## config.mk

```make
export PLATFORM = sky130hd
export DESIGN_NAME = seq_player_display
export DESIGN_NICKNAME = d
export VERILOG_FILES = /design/src/rtl/display_pkg.sv /design/src/rtl/ssdec.sv /design/src/rtl/seq_player_display.sv
export SDC_FILE = /design/constraint.sdc
export NUM_CORES = 1
export LEC_CHECK = 0
export ABC_CLOCK_PERIOD_IN_PS = 7500
export BUFFER_PORTS_ARGS = -buffer_cell sky130_fd_sc_hd__buf_2
export CORE_MARGIN = 3
export CORE_UTILIZATION = 60
export DETAILED_ROUTE_END_ITERATION = 10
export PLACE_DENSITY = 0.93
export SYNTH_ARGS = -nofsm -noshare
export SYNTH_HDL_FRONTEND = slang
export SYNTH_HIERARCHICAL = 1
export SYNTH_SLANG_ARGS = --single-unit
```

## constraint.sdc

```tcl
create_clock -name clk -period 7.5 [get_ports clk]
set_input_delay 0.75 -clock clk [delete_from_list [all_inputs] [get_ports clk]]
set_output_delay 0.75 -clock clk [all_outputs]
set_load 0.05 [all_outputs]
```

## src/rtl/display_pkg.sv

```systemverilog
// Shared types and constants for the sequence player display.
package display_pkg;

  typedef enum logic [1:0] {
    MODE_STATIC = 2'd0,
    MODE_PLAY   = 2'd1,
    MODE_BLINK  = 2'd2
  } mode_t;

  typedef enum logic [2:0] {
    IDLE,
    SHOW,
    GAP,
    FIN,
    BLINK_ON,
    BLINK_OFF
  } state_t;

  localparam logic [7:0] SS_BLANK = 8'h00;

  function automatic int max_int(input int a, input int b);
    return (a > b) ? a : b;
  endfunction

endpackage

```

## src/rtl/ssdec.sv

```systemverilog
// Five-bit symbol to seven-segment decoder, segments {dp,g,f,e,d,c,b,a}, active high.
module ssdec
  import display_pkg::*;
(
  input  logic [4:0] sym_i,
  input  logic       en_i,
  output logic [7:0] seg_o
);

  always_comb begin
    seg_o = SS_BLANK;
    if (en_i) begin
      case (sym_i)
        5'd0:  seg_o = 8'h3F;
        5'd1:  seg_o = 8'h06;
        5'd2:  seg_o = 8'h5B;
        5'd3:  seg_o = 8'h4F;
        5'd4:  seg_o = 8'h66;
        5'd5:  seg_o = 8'h6D;
        5'd6:  seg_o = 8'h7D;
        5'd7:  seg_o = 8'h07;
        5'd8:  seg_o = 8'h7F;
        5'd9:  seg_o = 8'h6F;
        5'd10: seg_o = 8'h77;
        5'd11: seg_o = 8'h7C;
        5'd12: seg_o = 8'h39;
        5'd13: seg_o = 8'h5E;
        5'd14: seg_o = 8'h79;
        5'd15: seg_o = 8'h71;
        // letters and marks used by the game screens
        5'd16: seg_o = 8'h76;
        5'd17: seg_o = 8'h38;
        5'd18: seg_o = 8'h73;
        5'd19: seg_o = 8'h3E;
        5'd20: seg_o = 8'h50;
        5'd21: seg_o = 8'h54;
        5'd22: seg_o = 8'h5C;
        5'd23: seg_o = 8'h78;
        5'd24: seg_o = 8'h6E;
        5'd25: seg_o = 8'h40;
        5'd26: seg_o = 8'h08;
        5'd27: seg_o = 8'h1E;
        5'd28: seg_o = 8'h1C;
        5'd29: seg_o = 8'h58;
        5'd30: seg_o = 8'h74;
        5'd31: seg_o = 8'h80;
      endcase
    end
  end

endmodule

```

## src/rtl/seq_player_display.sv

```systemverilog
// Registered seven-segment sequence display: static, timed cumulative play, and blink.
module seq_player_display
  import display_pkg::*;
#(
  parameter int DIGITS    = 8,
  parameter int ON_TICKS  = 4,
  parameter int OFF_TICKS = 2,
  parameter int LEN_W     = $clog2(DIGITS + 1)
)(
  input  logic                  clk,
  input  logic                  rst,
  input  logic                  tick,
  input  logic [5*DIGITS-1:0]   seq,
  input  logic [LEN_W-1:0]      len,
  input  mode_t                 mode,
  input  logic                  start,
  output logic                  busy,
  output logic                  done,
  output logic [LEN_W-1:0]      step,
  output logic [8*DIGITS-1:0]   ss
);

  localparam int              CW       = $clog2(max_int(ON_TICKS, OFF_TICKS) + 1);
  localparam logic [CW-1:0]   ON_LAST  = CW'(ON_TICKS - 1);
  localparam logic [CW-1:0]   OFF_LAST = (OFF_TICKS > 0) ? CW'(OFF_TICKS - 1) : '0;
  localparam logic [LEN_W-1:0] LEN_MAX = LEN_W'(DIGITS);

  state_t                state_q, state_d;
  logic [CW-1:0]         cnt_q, cnt_d;
  logic [LEN_W-1:0]      step_q, step_d;
  logic [LEN_W-1:0]      len_q, len_d;
  logic [5*DIGITS-1:0]   seq_q, seq_d;
  logic                  busy_q, busy_d;
  logic                  done_q, done_d;
  logic [8*DIGITS-1:0]   ss_q, ss_d;

  logic [LEN_W-1:0]      len_clamp;
  logic [LEN_W-1:0]      step_nxt;
  logic                  on_end, off_end, last_step, phase_end, timed;
  logic [DIGITS-1:0]     lit_d;
  logic [5*DIGITS-1:0]   dec_src;
  logic [8*DIGITS-1:0]   dec_seg;

  assign len_clamp = (len > LEN_MAX) ? LEN_MAX : len;
  assign step_nxt  = step_q + LEN_W'(1);
  assign last_step = (step_nxt == len_q);
  assign on_end    = tick && (cnt_q == ON_LAST);
  assign off_end   = tick && (cnt_q == OFF_LAST);
  assign timed     = (state_q == SHOW) || (state_q == GAP) ||
                     (state_q == BLINK_ON) || (state_q == BLINK_OFF);

  always_comb begin
    state_d   = state_q;
    step_d    = step_q;
    seq_d     = seq_q;
    len_d     = len_q;
    phase_end = 1'b0;
    case (state_q)
      IDLE: begin
        if (mode == MODE_BLINK) begin
          state_d = BLINK_ON;
        end else if (mode == MODE_PLAY && start) begin
          seq_d   = seq;
          len_d   = len_clamp;
          step_d  = '0;
          state_d = (len_clamp == '0) ? FIN : SHOW;
        end
      end
      SHOW: begin
        if (on_end) begin
          phase_end = 1'b1;
          if (OFF_TICKS > 0) begin
            state_d = GAP;
          end else if (last_step) begin
            state_d = FIN;
          end else begin
            step_d = step_nxt;
          end
        end
      end
      GAP: begin
        if (off_end) begin
          phase_end = 1'b1;
          if (last_step) begin
            state_d = FIN;
          end else begin
            state_d = SHOW;
            step_d  = step_nxt;
          end
        end
      end
      FIN: state_d = IDLE;
      BLINK_ON: begin
        if (mode != MODE_BLINK) begin
          state_d = IDLE;
        end else if (on_end) begin
          phase_end = 1'b1;
          if (OFF_TICKS > 0) state_d = BLINK_OFF;
        end
      end
      BLINK_OFF: begin
        if (mode != MODE_BLINK) begin
          state_d = IDLE;
        end else if (off_end) begin
          phase_end = 1'b1;
          state_d   = BLINK_ON;
        end
      end
      default: state_d = IDLE;
    endcase
    if (!(state_d == SHOW || state_d == GAP)) step_d = '0;
  end

  always_comb begin
    cnt_d = cnt_q;
    if (state_d != state_q || phase_end) begin
      cnt_d = '0;
    end else if (tick && timed) begin
      cnt_d = cnt_q + CW'(1);
    end
  end

  // An empty run spends one cycle busy before FIN so busy and done never overlap.
  always_comb begin
    busy_d = (state_d == SHOW) || (state_d == GAP) ||
             (state_d == FIN && state_q == IDLE);
    done_d = (state_d == FIN && state_q != IDLE) ||
             (state_q == FIN && !done_q);
  end

  always_comb begin
    lit_d = '0;
    for (int k = 0; k < DIGITS; k++) begin
      case (state_d)
        SHOW:     lit_d[k] = (LEN_W'(k) <= step_d);
        BLINK_ON: lit_d[k] = (LEN_W'(k) < len_clamp);
        IDLE:     lit_d[k] = (mode != MODE_PLAY) && (mode != MODE_BLINK) &&
                             (LEN_W'(k) < len_clamp);
        default:  lit_d[k] = 1'b0;
      endcase
    end
  end

  assign dec_src = (state_q == SHOW || state_q == GAP) ? seq_q : seq;

  for (genvar k = 0; k < DIGITS; k++) begin : g_dec
    ssdec u_ssdec (
      .sym_i (dec_src[5*k +: 5]),
      .en_i  (1'b1),
      .seg_o (dec_seg[8*k +: 8])
    );
  end

  always_comb begin
    ss_d = '0;
    for (int k = 0; k < DIGITS; k++) begin
      ss_d[8*k +: 8] = lit_d[k] ? dec_seg[8*k +: 8] : SS_BLANK;
    end
  end

  always_ff @(posedge clk or posedge rst) begin
    if (rst) begin
      state_q <= IDLE;
      cnt_q   <= '0;
      step_q  <= '0;
      len_q   <= '0;
      seq_q   <= '0;
      busy_q  <= 1'b0;
      done_q  <= 1'b0;
      ss_q    <= '0;
    end else begin
      state_q <= state_d;
      cnt_q   <= cnt_d;
      step_q  <= step_d;
      len_q   <= len_d;
      seq_q   <= seq_d;
      busy_q  <= busy_d;
      done_q  <= done_d;
      ss_q    <= ss_d;
    end
  end

  assign busy = busy_q;
  assign done = done_q;
  assign step = step_q;
  assign ss   = ss_q;

endmodule

```

==> results of run 1 <==
## logic make-up after synthesis
family | synth area share [%]
AOI/OAI and AO/OA | 19.3
buffers and inverters | 6.20
DFF | 31.9
xor gates and xnor gates | 1.45
and+or+nand+nor | 23.8
other | 0.0398
adders and majority gates | 8.23
muxes | 9.12
## flip-flops by register name (all words and copies together), names as in the netlist
signal   cells
busy         1
cnt_q        3
done         1
len_q        4
seq_q       40
ss          64
state_q      3
step         4
## final timing paths
kind | cells past startpoint | slack (ps) | start | to
min in group clk | 2 | 470 | seq_q[25] | seq_q[25]
max reg2reg | 7 | 4010 | state_q[0] | ss[14]
min reg2reg | 2 | 470 | seq_q[25] | seq_q[25]
min | 2 | 450 | rst | ss[63]
max | 10 | 3940 | mode[0] | ss[14]
max in group asynchronous | 3 | 5790 | rst | ss[35]
## worst register-to-register path, cell delays in order, from the launching register on
cell     delay (ps)
dfrtp_1         550
nor2_2          360
nand3_2         830
and3_1          540
a221o_1         350
nor4_1          320
o22ai_2         210
and2_1          210
## cell usage after synthesis, types with 22 or more instances
cell / instances
nor2_1: 56
buf_2: 23
a21oi_1: 48
mux2_2: 43
ha_1: 62
and2_1: 65
clkbuf_1: 22
nor3_1: 25
o21ai_0: 32
nand2_1: 194
nand2b_1: 26
dfrtp_1: 120
inv_1: 47
## metal layers
metal / vias to the layer above / part of all wire (%) / GRT usage [%]
met5: - / 0.035 / 0
met4: 2 / 3.6 / 12.3
met1: 3992 / 41 / 32.8
met3: 64 / 6.2 / 4.67
met2: 316 / 49 / 45.2
li1: 4020 / - / -
## layout make-up
cell class,count,area (µm²)
multi-input combinational,909,6090
fill,1181,4610
sequential,120,3000
timing repair buffer,121,611
clock buffer,18,429
tap,211,264
inverter,51,194
clock inverter,13,109
antenna,1,2.50
## metrics by stage
step | cells | utilization, %
finish | 1444 | 69.9
global route | 1444 | 69.9
CTS | 1443 | 69.9
detailed placement | 1412 | 66.3
global placement | 1412 | 66.3
floorplan | 1146 | -
## power groups by stage
stage	Clock (mW)	Combinational [mW]	Sequential [mW]
finish	0.746	2.79	0.975
floorplan	0	1.97	1.28
global route	0.785	3.04	0.999
detailed placement	0	2.71	0.976
global placement	0	2.62	0.970
CTS	0.753	2.75	0.973
==> summary.md, run 1 <==
| Metric | Value |
|---|---|
| Worst path cell trace | buf_2 -> inv_1 -> ha_1 -> and3b_1 -> nand3_2 -> and3_1 -> a221o_1 -> nor4_1 -> o22ai_2 -> and2_1 |
| Clock-pin transition on the worst setup and hold timing paths | 50 ps |
| Power, Total | 4.51 mW |
| Power share of the sequential group | 21.6% |
| Vias in the first global route | 7840 |
| Synthesized area per cell | 8.69 µm² |
| WL final | 23100 µm |
| Final hold vios | 0 |
| Synth warn | 6 |
| Crit-path slowest cell | nand3_2 |
| Global-route usage over all layers | 26.5% |
| Initial Util | 61.6% |
| Clk root buf | clkbuf_16 |
| Setup_tns | 0 ps |
| Ys async rst share | 100% |
| Max Cap Viol | 0 |
| Synthesized area | 0.00943 mm² |
| Wire per inst | 16.0 µm |
| Fmax | 0.281 GHz |
| PortBufs | 119 |
| Final worst setup slack | 3940 ps |
| Relative slew slack | 31.8% |
| Post-synth top area cell | dfrtp_1 |
| Crit end category | register |
| Fin nets | 1332 |
| Synthesized instance count | 1085 |
| P_sw | 2.19 mW |
| Status | finished clean |
| Detail Route Antenna Nets | 0 |
| CTS sink cnt | 120 |
| Slew @ Worst Pin | 1020 ps |
| Largest net degree at the start of global routing | 62 |
| Clk_skew | 7.58 ps |
| Internal Power | 2.32 mW |
| Post-synth EDFFs | 0 |
| Net Sw Frac | 48.5% |
| Share of the synthesized area in the top cell type | 31.9% |
| Hold-fix buffers, CTS | 0 |
| Cell variety after synth | 82 |
| Via Count | 8394 |
| Peak VDD IR | 212 µV |
| First-pass DRT Iterations | 5 |
| Crit path launch type | input pin |
| CP Class | input pin to register |
| DRC Markers | 0 |
| Period utilization | 47.5% |
| WHS | 448 ps |
| Deepest clock path buffer count | 2 |
| Height of the die | 131 µm |
| Most frequent cells in the layout | 194 x nand2_1, 120 x dfrtp_1, 119 x buf_2 |
| Setup slack at placement | 3570 ps |
| DIE AREA | 0.0173 mm² |
| Die Span X | 131 µm |
| CTS buffer count | 17 |
| Combinational share of power | 61.8% |
| Initial antenna violation count | 2 |
| RSZ-0062 raised after global routing | no |
| Critical path arrival | 3870 ps |
| Crit path max fanout | 51 |
| Min cycle time layout | 3560 ps |
| Site Rows | 45 |
| Largest stage delay, worst path | 790 ps |
| Final setup vio count | 0 |
| Worst-skew pair later-pin latency | 420 ps |
| Vias per cell | 5.81 |
| Worst Hold Class | input pin to asynchronous set/reset pin |
| DRC marker count from the first detailed-route iteration | 705 |
| Post-synthesis sequential area ratio | 31.9% |
| Max-slew violation count | 0 |
| Postcts setup bufs | 0 |
| Placement Cell Area | 0.0102 mm² |
| H-tree depth | 4 |
| Total grt overflow | 0 |
| Area Overhead vs Synth | 13.5% |
| Clock power frac | 16.5% |
| Post-DP HPWL | 15600 µm |
| CP delay by family, top | simple AND/OR/NAND/NOR gates |
| Prevailing post-synth register cell | dfrtp_1 |
| Share of cells above drive strength 1 | 19.4% |
| Core Box Area | 0.0153 mm² |
| Top post-synthesis cells by area | dfrtp_1 32%, ha_1 8.2%, nand2_1 7.7%, mux2_2 5.1%, and2_1 4.3% |
| First-pass GRT wire length | 37800 µm |
| Buf/Inv on CP | 2 |
| PostCTS Resize Cnt | 0 |
| Worst EP required | 7800 ps |
| P per Cell Area | 421 mW/mm² |
| Most common cell after layout, fill and taps aside | nand2_1 |
| Finished Cell Area | 0.0107 mm² |
| Static Leakage | 5.28 nW |
| CTS tree | done |
| Final Wtd Congestion | 0.929 |
| Seq cells post-synth | 120 |
| I/O pin total | 120 |
No activity file was read; power rests on OpenSTA's default activity.
==> run 2: changes to the inputs <==
ABC_CLOCK_PERIOD_IN_PS = 3100   (was 7500)
CORE_UTILIZATION = 54   (was 60)
PLACE_DENSITY = 0.89   (was 0.93)
clock period = 3.1 ns   (was 7.5 ns; I/O delays follow)
==> run 2 against run 1 <==
  * Combinational power up 140%
  * Die area is 11% higher
  * Total power increased by 150%
  * Flip-flop and latch count stayed put
  * Highest routed layer is now met4
==> summary.md, run 2 (synthesis gave the netlist of run 1 again) <==
| Metric | Value |
|---|---|
| Site Rows | 47 (+4.4%) |
| DIE AREA | 0.0191 mm² (+11%) |
| Flop2flop setup slack | 220 ps (-3790 ps) |
| CTS tree | done |
| Crit-path slowest cell | dfrtp_1 |
| Clk_skew | 12.2 ps (+4.64 ps) |
| P per Cell Area | 1020 mW/mm² (+140%) |
| Internal Power | 5.78 mW (+150%) |
| Post-DP HPWL | 15900 µm (+1.3%) |
| Final Wtd Congestion | 0.941 (+1.3%) |
| Share of cells above drive strength 1 | 20.0% (+0.65 points) |
| CP most frequent cell | inv_1 |
| HP Start | seq[25] |
| H-tree depth | 4 (unchanged) |
| CP Launch Point | state_q[2] |
| Fin nets | 1341 (+0.68%) |
| Fmax | 0.348 GHz |
| Period utilization | 92.7% |
| Most common cell after layout, fill and taps aside | nand2_1 |
| P_sw | 5.28 mW (+140%) |
| Vias per cell | 5.63 (-3.2%) |
| Height of the die | 138 µm (+5.2%) |
| Max-slew violation count | 0 (unchanged) |
| Min cycle time layout | 2880 ps |
| Peak VDD IR | 533 µV (+150%) |
| CTS buffer count | 17 (unchanged) |
| Static Leakage | 5.36 nW (+1.4%) |
| Worst path cell trace | nor2_4 -> buf_4 -> mux2_2 -> inv_1 -> ha_1 -> inv_1 -> mux4_2 -> a211oi_2 -> and2_1 |
| CP Class | register to register |
| Initial antenna violation count | 2 (unchanged) |
| Crit end category | register |
| DRC marker count from the first detailed-route iteration | 581 (-18%) |
| Deepest clock path buffer count | 2 (unchanged) |
| CTS sink cnt | 120 (unchanged) |
| Largest net degree at the start of global routing | 65 (+4.8%) |
| GR peak layer | met2 |
| Met3 Resource Use GR | 4.77% (+0.094 points) |
| WL final | 22600 µm (-2.5%) |
| Max Cap Viol | 0 (unchanged) |
| Total grt overflow | 0 (unchanged) |
| Final hold vios | 0 (unchanged) |
| Filler instances | 1408 (+19%) |
| Setup_tns | 0 ps (unchanged) |
| Clock-pin transition on the worst setup and hold timing paths | 70 ps (+20 ps) |
| R2R Path Start | state_q[2] |
| Crit path launch type | register |
| Initial Util | 56.0% (-5.5 points) |
| Max reg flops | 64 (unchanged) |
| Vias in the first global route | 7653 (-2.4%) |
| Worst-skew pair later-pin latency | 430 ps (about the same) |
| Worst EP required | 3460 ps (-4340 ps) |
| Largest stage delay, worst path | 560 ps (-230 ps) |
| Worst Hold Class | input pin to register |
| Fin util | 64.6% (-5.3 points) |
| Worst R2R Path Depth | 9 (+2) |
| PortBufs | 119 (unchanged) |
| Power share of the sequential group | 21.0% (-0.6 points) |
| Slew @ Worst Pin | 618 ps (-405 ps) |
| DRC Markers | 0 (unchanged) |
| Crit path max fanout | 13 (-75%) |
| Relative slew slack | 58.8% (+27 points) |
| First-pass DRT Iterations | 6 (+1) |
| Setup crit end | ss[11] |
| GRT met2 Usage | 38.1% (-7.0 points) |
| Status | finished clean |
| Combinational share of power | 61.0% (-0.8 points) |
| Met1 track demand over resource | 30.1% (-2.7 points) |
| Clock power frac | 18.0% (+1.5 points) |
| Via Count | 8239 (-1.8%) |
| Area Overhead vs Synth | 15.2% |
| First-pass GRT wire length | 36900 µm (-2.4%) |
| I/O pin total | 120 (unchanged) |
| Core Box Area | 0.0168 mm² (+9.8%) |
| Die Span X | 138 µm (+5.2%) |
| Most frequent cells in the layout | 194 x nand2_1, 120 x dfrtp_1, 119 x buf_2 |
| Detail Route Antenna Nets | 0 (unchanged) |
| Wire per inst | 15.4 µm (-3.8%) |
| RSZ-0062 raised after global routing | no |
| Final setup vio count | 0 (unchanged) |
| Global-route usage over all layers | 22.9% (-3.5 points) |
| Terminus of the critical flop-to-flop path | ss[11] |
| Clk root buf | clkbuf_16 |
| Net Sw Frac | 47.7% (-0.79 points) |
| Critical path arrival | 3230 ps (-640 ps) |
[run 2: cell types whose count changed in the layout (fill, tap and decap cells not counted)]
cell           delta
buf_12            +2
buf_4             +6
bufinv_16         +1
clkbuf_1          -1
clkinv_2          -4
clkinv_4          +1
clkinvlp_4        -1
diode_2           +1
dlygate4sd3_1     +1
inv_4             -1
inv_6             +6
[run 2: how the worst min path moves through the flow]
stage | to | slack (ps) | cells after the start
after floorplan | seq_q[0] | 420 | 2
after CTS | seq_q[22] | 80 | 3
after detailed placement | cnt_q[0] | 410 | 2
after global placement | cnt_q[0] | 400 | 2
final | seq_q[25] | 90 | 3
after global routing | seq_q[30] | 90 | 3
[run 2: stage by stage]
stage	hold slack, ps	cells	instance area (µm²)	total power, mW	setup slack (ps)
global route	90.9	1463	10900	11.9	67.4
CTS	76.8	1462	10900	11.0	250
finish	86.6	1464	10900	11.1	225
floorplan	415	1146	9660	7.87	218
detailed placement	409	1429	10300	8.97	315
global placement	400	1429	10300	8.78	404
[run 2: cell type report]
type	instances	area [µm²]	share of cell area, %
diodes	2	5.00	0.0461
clock inverters	15	165	1.52
well taps	220	275	2.53
inverters	51	195	1.80
clock buffers	17	425	3.92
repair buffers	130	706	6.50
flip-flops and latches	120	3000	27.6
multi-input cells	909	6090	56.0
[run 2: layer usage]
metal / wire, µm / part of all wire [%] / up-vias
li1: - / - / 4034
met1: 9630 / 43 / 3897
met2: 10900 / 48 / 257
met3: 1450 / 6.4 / 51
met4: 551 / 2.4 / 0
met5: 0 / 0 / -
[run 2: critical path, delay by kind of cell, from the launching register on]
| kind | cells | cell delay, ps |
|---|---|---|
| buffers and inverters | 3 | 490 |
| muxes | 2 | 900 |
| adders and majority gates | 1 | 230 |
| DFF | 1 | 560 |
| and+or+nand+nor | 2 | 370 |
| AOI/OAI and AO/OA | 1 | 230 |
[run 2: power by group through the flow]
stage                     clock network (mW)  registers (mW)  logic [mW]
after CTS                               2.02            2.32        6.69
after global placement                     0            2.31        6.47
after global routing                    2.10            2.38        7.38
after floorplan                            0            3.09        4.78
after detailed placement                   0            2.33        6.64
final                                   1.99            2.32        6.76
[run 2: repair_timing]
action / CTS / global route
endpoints found under the hold margin: 24 / 0
gates resized for setup: 0 / 0
buffers inserted: 0 / 0
hold buffers: 1 / 0
